File: src/rtl/cla_addsub_pipe_if.sv
// Handshake and data bundle for the pipelined CLA add/sub/compare unit.
// The slave modport is the execute-unit side. The master modport is the
// producer/consumer side that drives operands and accepts results.
interface cla_addsub_pipe_if #(
    parameter int XLEN = 32
) ();
    logic            In_Valid;
    logic            In_Ready;
    logic [XLEN-1:0] Rs1;
    logic [XLEN-1:0] Rs2;
    logic [1:0]      Op;
    logic            Out_Valid;
    logic            Out_Ready;
    logic [XLEN-1:0] Result;
    logic            Carry_Out;
    logic            Overflow;
    logic            Zero;

    modport slave (
        input  In_Valid,
        output In_Ready,
        input  Rs1,
        input  Rs2,
        input  Op,
        output Out_Valid,
        input  Out_Ready,
        output Result,
        output Carry_Out,
        output Overflow,
        output Zero
    );

    modport master (
        output In_Valid,
        input  In_Ready,
        output Rs1,
        output Rs2,
        output Op,
        input  Out_Valid,
        output Out_Ready,
        input  Result,
        input  Carry_Out,
        input  Overflow,
        input  Zero
    );
endinterface

File: src/rtl/cla_addsub_pipe.sv
// Pipelined carry-lookahead adder/subtractor/comparator.
// An XLEN-bit operation is split into STAGES = XLEN/BLOCK slices. Stage k adds
// bits [k*BLOCK +: BLOCK] using the carry registered by stage k-1. The operands,
// the opcode and the finished low result bits travel forward with the carry.
// The last stage forms the Result and flags directly into the output registers.
// The whole pipeline stalls as one unit whenever a valid output is not accepted.
module cla_addsub_pipe #(
    parameter int XLEN  = 32,
    parameter int BLOCK = 8
) (
    input  logic              CLK,
    input  logic              rst,
    cla_addsub_pipe_if.slave  bus
);
    localparam int STAGES = XLEN / BLOCK;
    localparam int LAST   = STAGES - 1;

    localparam logic [1:0] OP_ADD  = 2'b00;
    localparam logic [1:0] OP_SUB  = 2'b01;
    localparam logic [1:0] OP_SLT  = 2'b10;
    localparam logic [1:0] OP_SLTU = 2'b11;

    // One lookahead slice. The return value is packed as
    // {carry out, carry into slice MSB, sum}. Every carry is expanded as a flat
    // generate/propagate product, so no carry waits on the carry below it.
    function automatic logic [BLOCK+1:0] cla_slice(
        input logic [BLOCK-1:0] a,
        input logic [BLOCK-1:0] b,
        input logic             cin
    );
        logic [BLOCK-1:0] g;
        logic [BLOCK-1:0] p;
        logic [BLOCK-1:0] sum;
        logic [BLOCK:0]   c;
        logic             gg;
        logic             pp;
        g    = a & b;
        p    = a | b;
        c    = '0;
        c[0] = cin;
        for (int i = 0; i < BLOCK; i++) begin
            gg = 1'b0;
            pp = 1'b1;
            for (int j = i; j >= 0; j--) begin
                gg = gg | (g[j] & pp);
                pp = pp & p[j];
            end
            c[i+1] = gg | (pp & cin);
        end
        sum = a ^ b ^ c[BLOCK-1:0];
        return {c[BLOCK], c[BLOCK-1], sum};
    endfunction

    // Inter-stage registers. Entry k holds what stage k produced.
    // Only entries 0..LAST-1 carry data; the last stage writes the output registers.
    logic            valid_r [STAGES];
    logic [XLEN-1:0] a_r     [STAGES];
    logic [XLEN-1:0] b_r     [STAGES];
    logic [XLEN-1:0] sum_r   [STAGES];
    logic            c_r     [STAGES];
    logic [1:0]      op_r    [STAGES];

    // Per-stage combinational view.
    logic [XLEN-1:0]  a_in_s   [STAGES];
    logic [XLEN-1:0]  b_in_s   [STAGES];
    logic [XLEN-1:0]  sum_in_s [STAGES];
    logic             c_in_s   [STAGES];
    logic [1:0]       op_in_s  [STAGES];
    logic [BLOCK+1:0] slice_s  [STAGES];
    logic [XLEN-1:0]  sum_nx_s [STAGES];

    logic             adv_s;
    logic             vld_last_in_s;
    logic             carry_s;
    logic             cm_s;
    logic             v_s;
    logic             n_s;
    logic [XLEN-1:0]  res_s;

    logic [XLEN-1:0]  result_r;
    logic             carry_out_r;
    logic             overflow_r;
    logic             zero_r;

    assign adv_s         = ~valid_r[LAST] | bus.Out_Ready;
    assign bus.In_Ready  = adv_s;
    assign bus.Out_Valid = valid_r[LAST];
    assign bus.Result    = result_r;
    assign bus.Carry_Out = carry_out_r;
    assign bus.Overflow  = overflow_r;
    assign bus.Zero      = zero_r;

    // The input valid for the last stage. It is In_Valid when there is a single stage.
    if (STAGES > 1) begin : g_vld_multi
        assign vld_last_in_s = valid_r[LAST-1];
    end else begin : g_vld_single
        assign vld_last_in_s = bus.In_Valid;
    end

    // Select each stage's inputs. Stage 0 takes the ports and folds in the subtract
    // inversion and carry-in. Later stages take the registers of the stage below.
    always_comb begin
        for (int k = 0; k < STAGES; k++) begin
            a_in_s[k]   = '0;
            b_in_s[k]   = '0;
            sum_in_s[k] = '0;
            c_in_s[k]   = 1'b0;
            op_in_s[k]  = OP_ADD;
        end
        a_in_s[0]  = bus.Rs1;
        op_in_s[0] = bus.Op;
        if (bus.Op == OP_ADD) begin
            b_in_s[0] = bus.Rs2;
            c_in_s[0] = 1'b0;
        end else begin
            b_in_s[0] = ~bus.Rs2;
            c_in_s[0] = 1'b1;
        end
        for (int k = 1; k < STAGES; k++) begin
            a_in_s[k]   = a_r[k-1];
            b_in_s[k]   = b_r[k-1];
            sum_in_s[k] = sum_r[k-1];
            c_in_s[k]   = c_r[k-1];
            op_in_s[k]  = op_r[k-1];
        end
    end

    // Each stage adds its own slice and merges it into the partial sum it received.
    always_comb begin
        for (int k = 0; k < STAGES; k++) begin
            slice_s[k]  = cla_slice(a_in_s[k][k*BLOCK +: BLOCK],
                                    b_in_s[k][k*BLOCK +: BLOCK],
                                    c_in_s[k]);
            sum_nx_s[k] = sum_in_s[k];
            sum_nx_s[k][k*BLOCK +: BLOCK] = slice_s[k][BLOCK-1:0];
        end
    end

    // Last-stage flag and result formation from the completed raw sum.
    always_comb begin
        carry_s = slice_s[LAST][BLOCK+1];
        cm_s    = slice_s[LAST][BLOCK];
        v_s     = carry_s ^ cm_s;
        n_s     = sum_nx_s[LAST][XLEN-1];
        case (op_in_s[LAST])
            OP_ADD:  res_s = sum_nx_s[LAST];
            OP_SUB:  res_s = sum_nx_s[LAST];
            OP_SLT:  res_s = {{(XLEN-1){1'b0}}, n_s ^ v_s};
            OP_SLTU: res_s = {{(XLEN-1){1'b0}}, ~carry_s};
            default: res_s = sum_nx_s[LAST];
        endcase
    end

    // Valid bits shift together on every advance. Bubbles shift too and are never squeezed out.
    always_ff @(posedge CLK or posedge rst) begin
        if (rst) begin
            for (int k = 0; k < STAGES; k++) begin
                valid_r[k] <= 1'b0;
            end
        end else if (adv_s) begin
            valid_r[0] <= bus.In_Valid;
            for (int k = 1; k < STAGES; k++) begin
                valid_r[k] <= valid_r[k-1];
            end
        end
    end

    // Intermediate data registers. Their contents are don't-care behind a bubble.
    always_ff @(posedge CLK or posedge rst) begin
        if (rst) begin
            for (int k = 0; k < LAST; k++) begin
                a_r[k]   <= '0;
                b_r[k]   <= '0;
                sum_r[k] <= '0;
                c_r[k]   <= 1'b0;
                op_r[k]  <= OP_ADD;
            end
        end else if (adv_s) begin
            for (int k = 0; k < LAST; k++) begin
                a_r[k]   <= a_in_s[k];
                b_r[k]   <= b_in_s[k];
                sum_r[k] <= sum_nx_s[k];
                c_r[k]   <= slice_s[k][BLOCK+1];
                op_r[k]  <= op_in_s[k];
            end
        end
    end

    // Output registers. They load only with a real operation, so a bubble leaves the last result visible.
    always_ff @(posedge CLK or posedge rst) begin
        if (rst) begin
            result_r    <= '0;
            carry_out_r <= 1'b0;
            overflow_r  <= 1'b0;
            zero_r      <= 1'b0;
        end else if (adv_s && vld_last_in_s) begin
            result_r    <= res_s;
            carry_out_r <= carry_s;
            overflow_r  <= v_s;
            zero_r      <= (res_s == {XLEN{1'b0}});
        end
    end
endmodule

File: src/flat_wrapper.sv
// flat-port wrapper written by rule: the top's interface ports become plain ports
module cla_addsub_pipe_flat 
#(
    parameter int XLEN  = 32,
    parameter int BLOCK = 8
)
  (CLK, rst, bus_In_Valid, bus_In_Ready, bus_Rs1, bus_Rs2, bus_Op, bus_Out_Valid, bus_Out_Ready, bus_Result, bus_Carry_Out, bus_Overflow, bus_Zero);
  cla_addsub_pipe_if #(.XLEN(XLEN)) bus_i ();
  input  logic CLK;
  input  logic rst;
  input wire logic [$bits(bus_i.In_Valid)-1:0] bus_In_Valid;
  output wire logic [$bits(bus_i.In_Ready)-1:0] bus_In_Ready;
  input wire logic [$bits(bus_i.Rs1)-1:0] bus_Rs1;
  input wire logic [$bits(bus_i.Rs2)-1:0] bus_Rs2;
  input wire logic [$bits(bus_i.Op)-1:0] bus_Op;
  output wire logic [$bits(bus_i.Out_Valid)-1:0] bus_Out_Valid;
  input wire logic [$bits(bus_i.Out_Ready)-1:0] bus_Out_Ready;
  output wire logic [$bits(bus_i.Result)-1:0] bus_Result;
  output wire logic [$bits(bus_i.Carry_Out)-1:0] bus_Carry_Out;
  output wire logic [$bits(bus_i.Overflow)-1:0] bus_Overflow;
  output wire logic [$bits(bus_i.Zero)-1:0] bus_Zero;
  assign bus_i.In_Valid = bus_In_Valid;
  assign bus_In_Ready = bus_i.In_Ready;
  assign bus_i.Rs1 = bus_Rs1;
  assign bus_i.Rs2 = bus_Rs2;
  assign bus_i.Op = bus_Op;
  assign bus_Out_Valid = bus_i.Out_Valid;
  assign bus_i.Out_Ready = bus_Out_Ready;
  assign bus_Result = bus_i.Result;
  assign bus_Carry_Out = bus_i.Carry_Out;
  assign bus_Overflow = bus_i.Overflow;
  assign bus_Zero = bus_i.Zero;
  cla_addsub_pipe #(.XLEN(XLEN), .BLOCK(BLOCK)) u_core (.CLK(CLK), .rst(rst), .bus(bus_i));
endmodule
File: config.mk
export PLATFORM = sky130hd
export DESIGN_NAME = cla_addsub_pipe_flat
export DESIGN_NICKNAME = d
export VERILOG_FILES = /design/src/rtl/cla_addsub_pipe_if.sv /design/src/rtl/cla_addsub_pipe.sv /design/src/flat_wrapper.sv
export SDC_FILE = /design/constraint.sdc
export NUM_CORES = 1
export LEC_CHECK = 0
export CAP_MARGIN = 15
export CORE_ASPECT_RATIO = 1.2
export CORE_MARGIN = 2
export CORE_UTILIZATION = 69
export DETAILED_ROUTE_END_ITERATION = 6
export DONT_BUFFER_PORTS = 1
export GPL_TIMING_DRIVEN = 0
export PLACE_DENSITY = 0.93
export SLEW_MARGIN = 40
export SYNTH_ARGS = -nofsm -noshare
export SYNTH_HDL_FRONTEND = slang
export SYNTH_SLANG_ARGS = --single-unit
File: constraint.sdc
create_clock -name CLK -period 14.9 [get_ports CLK]
set_clock_uncertainty 0.05 [all_clocks]
set_input_delay 2.98 -clock CLK [delete_from_list [all_inputs] [get_ports CLK]]
set_output_delay 2.98 -clock CLK [all_outputs]
set_load 0.01 [all_outputs]
==> results of run 1 <==
==> layer usage <==
metal  track usage [%]  wire (µm)  vias to the layer above
li1                  -          -                     3244
met1             39.90       8083                     3469
met2             54.26      10740                      330
met3             7.592       1756                       52
met4             12.58        635                        0
met5                 0          0                        -
==> Yosys cell counts (all sizes together) (2+ instances only) <==
master    n  share of area [%]
a221o     2               0.22
nor2     64                2.6
a211oi    2               0.16
mux2i     2               0.22
o21ai    72                3.9
nor2b     6               0.41
clkbuf   41                1.7
a21oi    55                3.0
inv      77                3.2
nor3      7               0.38
o31ai    10               0.82
mux2      2               0.25
a31oi     3               0.27
a21o      2               0.16
o21a      2               0.16
nand2b    8               0.55
xor2     35                3.3
nand3     3               0.16
xnor2    22                2.1
ha       62                8.5
a221oi    2               0.19
nor4      6               0.41
buf       6               0.25
fa        3               0.66
nand2   310                 13
dfrtp   192                 52
o21bai    5               0.41
==> critical path, delay by kind of cell <==
kind,cells,cell delay [ns]
buffers and inverters,4,1.49
AND/OR/NAND/NOR,1,0.02
==> registers in the layout, summed over array words and instances (netlist names) <==
name,flops
u_core.bus.Carry_Out,1
u_core.op_in_s,6
u_core.bus.Out_Valid,1
u_core.sum_in_s,48
u_core.b_in_s,48
u_core.a_in_s,48
u_core.bus.Zero,1
u_core.bus.Result,32
u_core.vld_last_in_s,1
u_core.bus.Overflow,1
u_core.valid_r,2
u_core.c_in_s,3
==> cell usage in the layout (no fill, tap or decap), types with 2 or more instances in the layout <==
master and instances:
inv_6 4, nor2b_1 6, ha_1 62, buf_16 2
inv_1 75, nor2_1 64, buf_1 5, nand2_1 310
inv_8 8, nor3_1 7, a221oi_1 2, a211oi_1 2
bufinv_16 2, o21bai_1 5, xor2_1 35, o31ai_1 10
o21ai_0 72, a221o_1 2, clkbuf_16 17, mux2i_1 2
dfrtp_1 192, nor4_1 6, clkbuf_1 41, nand2b_1 8
nand3_1 3, a31oi_1 2, o21a_1 2, xnor2_1 22
a21o_1 2, fa_1 3, a21oi_1 55
==> cell type report <==
class | instances | area share (%)
Sequential cell | 192 | 47.80
Multi-Input combinational cell | 694 | 38.68
Clock buffer | 17 | 4.233
Inverter | 78 | 2.988
Tap cell | 168 | 2.091
Clock inverter | 15 | 1.892
Buffer | 47 | 1.768
Timing Repair Buffer | 2 | 0.5477
==> where the power goes <==
group	switching [W]	internal, W
Combinational	0.000536	0.000315
Clock	0.000217	0.000257
Sequential	0.000183	0.000747
==> cells by family (layout without fill, tap and decap cells) <==
group / after synthesis / after routing / share of synthesized area [%]
AO/OA/AOI/OAI: 160 / 160 / 9.847
flip-flops: 192 / 192 / 52.44
buffers and inverters: 125 / 159 / 5.121
AND/OR/NAND/NOR: 408 / 408 / 17.55
XOR/XNOR: 57 / 57 / 5.449
multiplexers: 4 / 4 / 0.4643
adder cells (fa/ha/maj): 65 / 65 / 9.123
==> worst paths after layout <==
check,start,to,slack (ns),cells past startpoint
worst min-delay path,u_core.sum_in_s[35]$_DFFE_PP0N_,u_core.sum_in_s[35]$_DFFE_PP0N_,0.42,2
worst max register to register,u_core.b_in_s[28]$_DFFE_PP0N_,u_core.bus.Zero$_DFFE_PP0P_,12.26,9
worst min register to register,u_core.sum_in_s[35]$_DFFE_PP0N_,u_core.sum_in_s[35]$_DFFE_PP0N_,0.42,2
min in group asynchronous,rst,u_core.bus.Result[2]$_DFFE_PP0P_,2.29,1
worst max-delay path,bus_Out_Ready,bus_In_Ready,7.38,5
max in group asynchronous,rst,u_core.a_in_s[80]$_DFFE_PP0N_,11.48,3
==> stage by stage <==
step / total power (W) / setup slack [ns] / instance area (µm²) / util (%)
CTS: 0.002244 / 7.443 / 10050 / 76.58
floorplan: 0.001494 / 6.643 / 9161 / -
finish: 0.002254 / 7.376 / 10050 / 76.59
detailed placement: 0.001739 / 7.460 / 9434 / 71.89
global route: 0.002406 / 7.295 / 10050 / 76.59
global placement: 0.001680 / 4.984 / 9371 / 71.41
==> results.yml, run 1 <==
timing:
  setup_viol: 0
  fin_setup_tns_ns: 0
  worst-slew-pin-transition_ns: 0.6924
  maxSlewHeadroom_pct: 53.84
  holdWs_ns: 0.4191
  finalHoldViolations: 0
  fin_crit_ns: 7.524
  timing.final.crit_share_pct: 50.50
  rsz0062_at_grt: "no"
  max_freq_mhz: 132.9
  drv_slew: 0
placement:
  dp_hpwl_um: 14780
  gp_congestion: 0.8813
  dp_cells: 1181
  io_buffers: 0
finish:
  diodes: 0
  drive_gt1_share_pct: 3.732
  multi_input_comb_area_mm2: 0.003887
  ff_latch_area_mm2: 0.004805
  final_cells: 1213
  final_nets: 1167
  area_delta_synth_final_pct: 9.711
  nFillCells: 816
clock_tree:
  clk_path_buf_depth: 2
  post_cts_buffers: 0
  cts.hold.buffers_added: 0
  cts_tree: "built"
  cts.clk_slew.worst_paths_ns: 0.07
  insertion_delay_ns: 0.45
  cts_resized: 0
  cts_made_buffers: 17
  cts_root_buf: "clkbuf_16"
  cts_max_level: 4
  clock-sinks: 192
critical_path:
  start_kind: "primary input"
  max_stage_delay_ns: 0.56
  path_class: "in2out"
  setup.worst_path.end_class: "primary output"
  critPathRequiredTime_ns: 11.87
  arrival_ns: 4.49
  worstPathMaxFanout: 10
  crit_chain: "nor2b_1, clkbuf_1, inv_2, clkbuf_1, clkbuf_1"
  critical-path-slowest-cell: "clkbuf_1"
  cp_common_cell: "clkbuf_1"
power_and_ir_drop:
  leakagePower_nw: 5.063
  ir_drop_v: 0.0001301
  powerDensity_mw_per_mm2: 224.3
die:
  rows: 46
  die_area_mm2: 0.01422
  initial_utilization_pct: 69.81
  die_h_um: 130.2
  die-width_um: 109.2
  pin_count: 107
  core_mm2: 0.01312
logic_synthesis:
  yosys_warnings: 0
  syn_inst: 1011
  synth_edf_count: 0
  synth-async-reset-ratio_pct: 100.0
  netlist-cell-type-count: 40
  synth_area_per_cell_um2: 9.062
  ys_seq_area_share_pct: 52.44
  netlist_area_mm2: 0.009161
  synth_nets: 1146
  yosys_most_used_dff: "dfrtp_1"
  ys_ff_latch: 192
grt:
  grt_max_degree: 86
  track_usage_pct: 32.02
  grt_pass1_vias: 7024
  grt_overflow_total: 0
  grt_antenna_before_repair: 0
  grt_pass1_wl_um: 34400
min_path:
  hold_class: "reg2reg"
outcome:
  status: "finished clean"
route:
  viasPerCell: 5.849
  drt_first_iter_violations: 633
  drc_errors: 0
  wl_per_cell_um: 17.49
  vias: 7095
  drtAntennaViolNets: 0
  dr.pass1.iters: 5
  finalWirelength_um: 21210
run:
  maxCapViolations: 0
Power figures use the tool's default switching activity.
==> run 2, diff against run 1 <==
- ABC_AREA: default -> 1
- CORE_UTILIZATION: 69 -> 58
- PLACE_DENSITY: 0.93 -> 0.84
- clock period: 14.9 -> 6.5 ns (I/O delays scaled with it)
==> run 2 against run 1 <==
  * Synthesized cell count rose by 19%
  * Combinational power increased to 2.5 times the previous value
  * First-iteration DRC count decreased by 30%
  * Final area rose by 8.3%
  * Total power grew 130%
  * Worst hold slack better by 0.0040 ns
  * Utilization shrank 12 points
  * Clock power is 100% higher
  * Worst setup slack lost 4.9 ns
  * Highest routed layer unchanged
==> results.yml, run 2 <==
grt:
  grt_pass1_vias: 8040
  grt_antenna_before_repair: 0
  grt_overflow_total: 0
  track_usage_pct: 27.73
  grt_max_degree: 28
  grt_pass1_wl_um: 38840
finish:
  design_area_mm2: 0.01088
  final_cells: 1462
  layout_common_cells: "nand2_1 (378), dfrtp_1 (192), inv_1 (140)"
  nFillCells: 1341
  diodes: 0
  drive_gt1_share_pct: 4.976
  final_nets: 1369
  final_common_cell: "nand2_1"
  area_delta_synth_final_pct: 10.46
die:
  die_h_um: 146.8
  die_area_mm2: 0.01805
  initial_utilization_pct: 58.70
  pin_count: 107
  core_mm2: 0.01679
  rows: 52
  die-width_um: 123.0
clock_tree:
  cts_resized: 0
  clock-sinks: 192
  cts_made_buffers: 17
  post_cts_buffers: 0
  cts.hold.buffers_added: 0
  clk_path_buf_depth: 2
  cts.clk_slew.worst_paths_ns: 0.07
  cts_root_buf: "clkbuf_16"
  cts_max_level: 4
  cts_tree: "built"
  insertion_delay_ns: 0.43
logic_synthesis:
  synth_area_per_cell_um2: 8.170
  synth_common_cells: "nand2_1 (378), dfrtp_1 (192), inv_1 (141), o21ai_0 (139), nor2_1 (77)"
  netlist-cell-type-count: 36
  yosys_warnings: 0
  synth_edf_count: 0
  synth_top_area_share_pct: 48.76
  synth_area_leader_cell: "dfrtp_1"
  synth-async-reset-ratio_pct: 100.0
  synth.area.top_cells: "dfrtp_1 (49%), nand2_1 (14%), ha_1 (7.9%), o21ai_0 (7.1%), inv_1 (5.4%)"
  yosys_most_used_dff: "dfrtp_1"
  ys_seq_area_share_pct: 48.76
  synth_nets: 1341
  ys_ff_latch: 192
  yosysMostFrequentCell: "nand2_1"
  netlist_area_mm2: 0.009853
  syn_inst: 1206
route:
  vias: 7996
  dr.pass1.iters: 6
  drc_errors: 0
  drtAntennaViolNets: 0
  wl_per_cell_um: 16.17
  drt_first_iter_violations: 445
  finalWirelength_um: 23650
  viasPerCell: 5.469
timing:
  maxSlewHeadroom_pct: 51.48
  fin_crit_ns: 3.980
  worst-slew-pin-transition_ns: 0.7279
  finalHoldViolations: 0
  setup_viol: 0
  drv_slew: 0
  timing.final.crit_share_pct: 61.24
  max_freq_mhz: 251.2
  holdWs_ns: 0.4230
  rsz0062_at_grt: "no"
  fin_setup_tns_ns: 0
placement:
  dp_hpwl_um: 17750
  dp_cells: 1431
  placed_area_mm2: 0.01035
  gp_congestion: 0.9082
  io_buffers: 0
critical_path:
  setup.worst_path.end_class: "primary output"
  path_class: "in2out"
  critPathRequiredTime_ns: 5.15
  arrival_ns: 2.63
  r2r_slack_ns: 4.28
  start_kind: "primary input"
  worstPathMaxFanout: 10
power_and_ir_drop:
  leakagePower_nw: 5.577
  powerDensity_mw_per_mm2: 475.7
  power_w: 0.005177
  ir_drop_v: 0.0002387
outcome:
  status: "finished clean"
min_path:
  hold_class: "reg2reg"
run:
  maxCapViolations: 0
run 2: changes by cell type in the layout (fill, tap and decap cells not counted), moves of 6 or more:
cell      previous run  this run
nand2_1            310       378
o21ai_0             72       139
inv_1               75       140
nand3_1              3        65
a21oi_1             55        12
xnor2_1             22         7
nor2_1              64        77
nand4_1              1        12
inv_8                8         0
nand2b_1             8         0
o31ai_1             10         2
clkbuf_1            41        35
nor2b_1              6         0
run 2: cell families after synthesis:
logic type | Yosys count | synth area share [%]
adder cells (fa/ha/maj) | 65 | 8.483
flip-flops | 192 | 48.76
buffers and inverters | 190 | 7.606
XOR/XNOR | 39 | 3.467
AND/OR/NAND/NOR | 553 | 22.82
AO/OA/AOI/OAI | 167 | 8.864
run 2: path summary, 6_finish.rpt:
| check | start | end | depth (start not counted) |
|---|---|---|---|
| max reg2reg | u_core.bus.Out_Valid$_DFFE_PP0N_ | u_core.bus.Out_Valid$_DFFE_PP0N_ | 4 |
| min in group asynchronous | rst | u_core.bus.Result[30]$_DFFE_PP0P_ | 1 |
| min | u_core.sum_in_s[38]$_DFFE_PP0N_ | u_core.sum_in_s[38]$_DFFE_PP0N_ | 2 |
| max in group asynchronous | rst | u_core.bus.Result[1]$_DFFE_PP0P_ | 6 |
| min reg2reg | u_core.sum_in_s[38]$_DFFE_PP0N_ | u_core.sum_in_s[38]$_DFFE_PP0N_ | 2 |
| max | bus_Out_Ready | bus_In_Ready | 4 |
run 2: layout make-up:
class,instances,area [µm²],area share [%]
repair buffers,9,225.2,2.069
plain buffers,45,200.2,1.839
clock buffers,19,442.9,4.069
flip-flops and latches,192,4805,44.14
well taps,216,270.3,2.483
inverters,145,553.0,5.081
clock inverters,12,88.84,0.8162
multi-input cells,824,4299,39.50
run 2: power breakdown:
group          switching, W  internal [W]
combinational       0.00140      0.000748
clock              0.000451      0.000499
sequential         0.000373       0.00170
run 2: metal layers:
metal | GRT usage [%] | part of all wire [%] | vias to the layer above
li1 | - | - | 3856
met1 | 33.45 | 40 | 3786
met2 | 46.69 | 49 | 284
met3 | 5.862 | 6.1 | 70
met4 | 13.81 | 4.7 | 0
met5 | 0 | 0 | -
run 2: worst max-delay path, cell delays in order:
cell and delay [ns]:
inv_1 0.03, nand2_2 0.18, clkbuf_1 0.49, clkbuf_1 0.62
run 2: through the flow:
stage	utilization [%]	setup WS (ns)
finish	64.84	2.520
global route	64.84	2.534
CTS	64.84	2.589
detailed placement	61.67	2.595
global placement	60.33	1.791
floorplan	-	2.674
==> run 3, diff against run 2 <==
- ABC_AREA: 1 -> 0
- CORE_UTILIZATION: 58 -> 64
- PLACE_DENSITY: 0.84 -> 0.88
- clock period: 6.5 -> 4 ns (I/O delays scaled with it)
==> run 3 against run 2 <==
  * The flow now finishes with violations (DRC)
  * Utilization increased by 8.3 points
  * Highest routed layer unchanged
  * Critical path depth increased by 1
  * Global-route usage increased by 1.9 points
  * Clock-buffer cell count decreased by 1
  * Sequential share of layout area increased by 3.2 points
==> results.yml, run 3 (same netlist as run 1, synthesis figures left out) <==
outcome:
  status: "complete, but fails checks"
  violations: "DRC"
timing:
  fin_crit_ns: 3.438
  max_freq_mhz: 290.8
  setup_viol: 0
  holdWs_ns: 0.1074
  maxSlewHeadroom_pct: 41.24
  timing.final.crit_share_pct: 85.96
  rsz0062_at_grt: "no"
  finalHoldViolations: 0
  drv_slew: 0
  worst-slew-pin-transition_ns: 0.8814
finish:
  design_area_mm2: 0.01016
  final_nets: 1173
  final_common_cell: "nand2_1"
  drive_gt1_share_pct: 4.186
  layout_common_cells: "nand2_1 (310), dfrtp_1 (192), inv_1 (75)"
  area_delta_synth_final_pct: 10.86
  diodes: 0
grt:
  track_usage_pct: 29.67
  grt_max_degree: 29
  grt_overflow_total: 0
  grt_pass1_wl_um: 34980
  grt_pass1_vias: 7162
  grt_antenna_before_repair: 0
critical_path:
  crit_chain: "nor2b_1, clkbuf_1, inv_2, clkbuf_1, clkbuf_1"
  r2r_slack_ns: 1.40
  critPathRequiredTime_ns: 3.15
  setup.worst_path.end_class: "primary output"
  start_kind: "flop"
  path_class: "reg2out"
  max_stage_delay_ns: 0.55
  critical-path-slowest-cell: "clkbuf_1"
  arrival_ns: 2.59
  cp_common_cell: "clkbuf_1"
  worstPathMaxFanout: 10
route:
  viasPerCell: 5.807
  drc_errors: 7
  finalWirelength_um: 21540
  drtAntennaViolNets: 0
  vias: 7096
  drt_first_iter_violations: 627
  dr.pass1.iters: 7
  wl_per_cell_um: 17.62
run:
  maxCapViolations: 0
clock_tree:
  cts_root_buf: "clkbuf_16"
  cts.clk_slew.worst_paths_ns: 0.07
  cts_max_level: 4
  cts_resized: 0
  clock-sinks: 192
  insertion_delay_ns: 0.44
  cts.hold.buffers_added: 0
  post_cts_buffers: 0
  cts_made_buffers: 17
  clk_path_buf_depth: 2
  cts_tree: "built"
placement:
  placed_area_mm2: 0.009549
  gp_congestion: 0.8745
  dp_hpwl_um: 15420
  io_buffers: 0
die:
  die_area_mm2: 0.01529
  pin_count: 107
  core_mm2: 0.01388
  initial_utilization_pct: 66.01
  die_h_um: 135.1
  die-width_um: 113.2
  rows: 47
power_and_ir_drop:
  powerDensity_mw_per_mm2: 823.4
  ir_drop_v: 0.0004297
  leakagePower_nw: 5.099
min_path:
  hold_class: "in2async"
## run 3: power breakdown
group | switching, W | leakage, nW | internal [W] | total (W)
registers | 0.000668 | 2.31 | 0.00278 | 0.00345
clock network | 0.000789 | 0.292 | 0.000958 | 0.00175
logic | 0.00199 | 2.50 | 0.00118 | 0.00316
total | 0.00345 | 5.10 | 0.00492 | 0.00836
## run 3: critical path, delay by kind of cell, from the launching register on
family / cells / cell delay [ns]
and+or+nand+nor: 1 / 0.14
buffers and inverters: 4 / 1.58
DFF: 1 / 0.41
## run 3: layout make-up
class | count | area (µm²)
flip-flops and latches | 192 | 4805
multi-input cells | 694 | 3887
fillers | 925 | 3722
clock buffers | 18 | 439.2
inverters | 78 | 296.5
well taps | 171 | 214.0
plain buffers | 47 | 176.4
repair buffers | 8 | 170.2
clock inverters | 14 | 167.7
## run 3: stage by stage
step,instances,TNS [ns],power [W],setup slack (ns),utilization (%)
6_report,1222,0,0.008362,0.5617,73.18
5_1_grt,1222,0,0.008920,0.4423,73.18
4_1_cts,1222,0,0.008328,0.6256,73.18
3_5_place_dp,1190,0,0.006508,0.3250,68.81
3_3_place_gp,1182,-33.14,0.006285,-0.1877,67.58
2_1_floorplan,1011,0,0.005567,0.6736,-
## run 3: path summary, 6_finish.rpt
check	cells past startpoint	end	startpoint
max in group asynchronous	5	u_core.a_in_s[84]$_DFFE_PP0N_	rst
max	5	bus_In_Ready	u_core.bus.Out_Valid$_DFFE_PP0N_
min reg2reg	2	u_core.sum_in_s[39]$_DFFE_PP0N_	u_core.sum_in_s[39]$_DFFE_PP0N_
min	1	u_core.bus.Result[2]$_DFFE_PP0P_	rst
max reg2reg	9	u_core.bus.Zero$_DFFE_PP0P_	u_core.b_in_s[29]$_DFFE_PP0N_
min in group CLK	2	u_core.op_in_s[5]$_DFFE_PP0N_	bus_Op[1]
## run 3: routing by layer
metal  wire [µm]  track usage [%]  vias up
met5           0                0        -
met3        1660            6.957       76
li1            -                -     3260
met1        8098            36.11     3445
met4         910            15.24        0
met2       10870            49.57      315
